[src/rtl/reg_file.sv]
// Architectural register file with per-register rename alias for a reorder-buffer core.
// Optional REG_COMMIT_BYPASS_EN forwards a same-cycle commit onto the source read ports.
module reg_file (
    input  logic        clk,
    input  logic        rst,
    input  logic        rdy,
    input  logic        rollback_signal,
    input  logic        res_rdy_2reg,
    input  logic [31:0] res_2reg,
    input  logic [4:0]  regidx_2regfile,
    input  logic [4:0]  reg_alias,
    input  logic        rename_en,
    input  logic [4:0]  rename_rd,
    input  logic [4:0]  rename_alias,
    input  logic [4:0]  rs1_idx,
    input  logic [4:0]  rs2_idx,
    output logic [4:0]  Qi,
    output logic [4:0]  Qj,
    output logic [31:0] Vi,
    output logic [31:0] Vj
);

    localparam int unsigned XLEN  = 32;
    localparam int unsigned IDX_W = 5;
    localparam int unsigned NREG  = 32;

`ifdef REG_COMMIT_BYPASS_EN
    localparam bit BYPASS_EN = 1'b1;
`else
    localparam bit BYPASS_EN = 1'b0;
`endif

    logic [XLEN-1:0]  vals    [NREG];
    logic [IDX_W-1:0] alias_q [NREG];

    logic commit_act_c;
    logic rename_act_c;
    logic bypass_ok_c;

    assign commit_act_c = rdy & res_rdy_2reg & (regidx_2regfile != '0);
    assign rename_act_c = rdy & rename_en & ~rollback_signal & (rename_rd != '0);
    assign bypass_ok_c  = BYPASS_EN & commit_act_c & ~rst;

    // Commit writes the value; alias clears only if the committing entry is still the
    // newest writer, and a same-cycle rename of that register overrides the clear.
    always_ff @(posedge clk or posedge rst) begin
        if (rst) begin
            for (int i = 0; i < int'(NREG); i++) begin
                vals[i]    <= '0;
                alias_q[i] <= '0;
            end
        end else if (rdy) begin
            if (commit_act_c) begin
                vals[regidx_2regfile] <= res_2reg;
            end
            if (rollback_signal) begin
                for (int i = 0; i < int'(NREG); i++) begin
                    alias_q[i] <= '0;
                end
            end else begin
                if (commit_act_c && (alias_q[regidx_2regfile] == reg_alias)) begin
                    alias_q[regidx_2regfile] <= '0;
                end
                if (rename_act_c) begin
                    alias_q[rename_rd] <= rename_alias;
                end
            end
        end
    end

    // Combinational source reads; x0 is hard-wired to zero value and no pending writer.
    always_comb begin
        Vi = vals[rs1_idx];
        Qi = alias_q[rs1_idx];
        Vj = vals[rs2_idx];
        Qj = alias_q[rs2_idx];
        if (bypass_ok_c && (rs1_idx == regidx_2regfile)) begin
            Vi = res_2reg;
            if (Qi == reg_alias) begin
                Qi = '0;
            end
        end
        if (bypass_ok_c && (rs2_idx == regidx_2regfile)) begin
            Vj = res_2reg;
            if (Qj == reg_alias) begin
                Qj = '0;
            end
        end
        if (rs1_idx == '0) begin
            Vi = '0;
            Qi = '0;
        end
        if (rs2_idx == '0) begin
            Vj = '0;
            Qj = '0;
        end
    end

endmodule

[config.mk]
export PLATFORM = sky130hd
export DESIGN_NAME = reg_file
export DESIGN_NICKNAME = d
export VERILOG_FILES = /design/src/rtl/reg_file.sv
export SDC_FILE = /design/constraint.sdc
export NUM_CORES = 2
export LEC_CHECK = 0
export CORE_MARGIN = 3
export CORE_UTILIZATION = 38
export DETAILED_ROUTE_END_ITERATION = 7
export REMOVE_ABC_BUFFERS = 1
export SYNTH_ARGS = -nofsm -noshare
export SYNTH_HDL_FRONTEND = slang
export SYNTH_SLANG_ARGS = --single-unit
[constraint.sdc]
create_clock -name clk -period 50.9 [get_ports clk]
set_input_delay 7.635 -clock clk [delete_from_list [all_inputs] [get_ports clk]]
set_output_delay 7.635 -clock clk [all_outputs]
set_load 0.005 [all_outputs]
==> out/metrics.cfg <==
[routing]
routed-via-count=45000
post_drt_wl_per_cell_um=29.9
dr.pass1.iters=6
drc=0
viasPerCell=6.20
drt-initial-drc-count=4509
wl_um=217000
antenna_left=0

[clock_network]
cts_buffer_depth=3
postCtsSetupRepairBufs=0
clock-sinks=1184
numCtsBuffers=140
ctsHoldBuffers=0
clockRootBuffer=clkbuf_16
insertion_delay_ps=790
htreeDepth=4
cts_tree=yes
clk_pin_slew_worst_paths_ps=60
cts_resized=0

[critical_path]
r2r_start=alias_q[1]$_DFFE_PP0P_
startpoint_type=primary input
setup.worst_path.end=Vi[12]
crit_chain=buf_8, buf_12, buf_4, buf_4, mux4_2, mux4_2, mux2i_1, nor2_1, clkdlybuf4s50_1
endpoint_kind=primary output
reg2regPathDepth=9
rrSetupSlack_ps=46610
path_class=in -> out
cp_max_fo=99
critical_path.startpoint=rs1_idx[0]
critPathRequiredTime_ps=43260
r2r-end=alias_q[49]$_DFFE_PP0P_
max_stage_delay_ps=940
worstPathArrival_ps=13190
slowest_stage=buf_4

[synthesis]
syn_area_sq_um=67300
synth-main-ff-cell=dfrtp_1
synth_cells=4971
avgSynthCellArea_sq_um=13.5
ys_ff_latch=1184
async_reset_ff_share_pct=100
synth-edff-count=0
synthDistinctLibCells=48
yosysWarningCount=0
ys_seq_area_share_pct=44.0

[timing]
relSlewSlack_pct=12.9
setup_slack_ps=30080
skew_ps=24.2
rsz0062_at_grt=no
slew_viol_final=0
fin_crit_sh_pct=40.9
fmax_ghz=0.0480
finalSetupTns_ps=0
finalSetupViolations=0
worstMarginPinSlew_ps=1300
hold_viol=0
holdWs_ps=392
period_needed_ps=20820

[grt]
antenna_found_initial=7
track_usage_pct=23.9
grt_pass1_vias=46000
grt_first_pass_wirelength_um=320000
grt_max_degree=164
grt_overflow=0

[floorplanning]
ios=142
start_util_pct=38.5
std_cell_rows=153
die_w_um=427
die_h_um=427
dieArea_sq_um=182000
coreArea_sq_um=175000

[worst_hold_path]
holdPathStages=0
min_path_type=reg -> reg

[place]
routabilityCongestion=0.879
io_buffers=141
post-place-ws_ps=29920
hpwlAfterDp_um=119000

[power]
powerDensity_nw_per_um2=36.2
peakVddDrop_mv=0.0303
leakage_nw=32.7

[cells_and_area]
syn_to_final_growth_pct=11.6
fin_nets=4899
final_core_util_pct=43.0
layout-drive-gt1-share_pct=43.1

[run_status]
outcome=complete, no violations

[flow_run]
drv_cap=0

cell usage after synthesis (all sizes together), types with 6 or more instances:
cell type | instances | area [sq um]
a21oi | 311 | 1930
a22oi | 6 | 45.0
and2 | 9 | 56.3
buf | 136 | 762
clkbuf | 374 | 1400
dfrtp | 1184 | 29600
inv | 160 | 601
mux2 | 900 | 10100
mux2i | 102 | 1020
mux4 | 765 | 17200
nand2 | 491 | 1840
nand3 | 6 | 30.0
nor2 | 139 | 522
nor2b | 6 | 37.5
nor3 | 161 | 806
nor4 | 16 | 113
o21ai | 157 | 786
where the power goes:
group	switching, W	leakage (nW)	total [W]	internal, W
clock network	0.000423	2.29	0.00103	0.000605
logic	0.000229	14.6	0.000517	0.000288
registers	0.000109	15.8	0.00118	0.00107
cells in the final DEF (no fill, tap or decap), drive strengths merged, types with 8 or more instances in the layout:
| cell | instances |
|---|---|
| a21oi | 311 |
| clkdlybuf4s50 | 128 |
| bufinv | 8 |
| mux4 | 765 |
| mux2i | 102 |
| clkinv | 22 |
| o21ai | 157 |
| dfrtp | 1184 |
| nand2 | 491 |
| nor4 | 16 |
| inv | 168 |
| and2 | 9 |
| clkbuf | 199 |
| buf | 100 |
| nor3 | 161 |
| mux2 | 900 |
| nor2 | 139 |
layer usage:
| metal | vias to the layer above | track usage, % | routed length (um) |
|---|---|---|---|
| met5 | - | 0 | 21 |
| li1 | 18400 | - | - |
| met3 | 433 | 4.72 | 16200 |
| met4 | 4 | 9.40 | 9200 |
| met2 | 1877 | 38.3 | 103000 |
| met1 | 24200 | 31.9 | 88200 |
how the worst min path moves through the flow:
stage                     slack [ps]                     end              startpoint
after CTS                        400   vals[993]$_DFFE_PP0P_   vals[993]$_DFFE_PP0P_
final                            390   vals[996]$_DFFE_PP0P_   vals[996]$_DFFE_PP0P_
after global routing             410  vals[1021]$_DFFE_PP0P_  vals[1021]$_DFFE_PP0P_
after floorplan                  370  vals[1000]$_DFFE_PP0P_  vals[1000]$_DFFE_PP0P_
after detailed placement         380  vals[1017]$_DFFE_PP0P_  vals[1017]$_DFFE_PP0P_
after global placement           380   vals[997]$_DFFE_PP0P_   vals[997]$_DFFE_PP0P_
kinds of logic after synthesis:
kind of cell,count (synthesis),share of synthesized area [%]
DFF,1184,44.0
muxes,1767,42.2
and+or+nand+nor,853,5.32
buffers and inverters,670,4.11
AOI/OAI and AO/OA,493,4.33
xor gates and xnor gates,4,0.0521
registers in the layout (all words and copies together), names as in the netlist:
register / flops
alias_q: 160
vals: 1024
cell type report:
class | count | area (sq um)
fillers | 15800 | 99800
multi-input cells | 3117 | 35200
flip-flops and latches | 1184 | 29600
clock buffers | 199 | 4110
well taps | 2325 | 2910
repair buffers | 228 | 2150
inverters | 160 | 608
clock inverters | 42 | 554
diodes | 2 | 5.00
through the flow:
| stage | cell area, sq um | std cells | power, W |
|---|---|---|---|
| global placement | 70500 | 7014 | 0.00169 |
| global route | 75100 | 7256 | 0.00283 |
| floorplan | 65100 | 4461 | 0.00150 |
| CTS | 75100 | 7255 | 0.00274 |
| detailed placement | 70500 | 7014 | 0.00171 |
| finish | 75200 | 7257 | 0.00272 |
critical path: cells and delay by family:
family,cells,cell delay [ps]
multiplexers,3,1620
AND/OR/NAND/NOR,1,90
buffers and inverters,5,3500
Power figures use the tool's default switching activity.
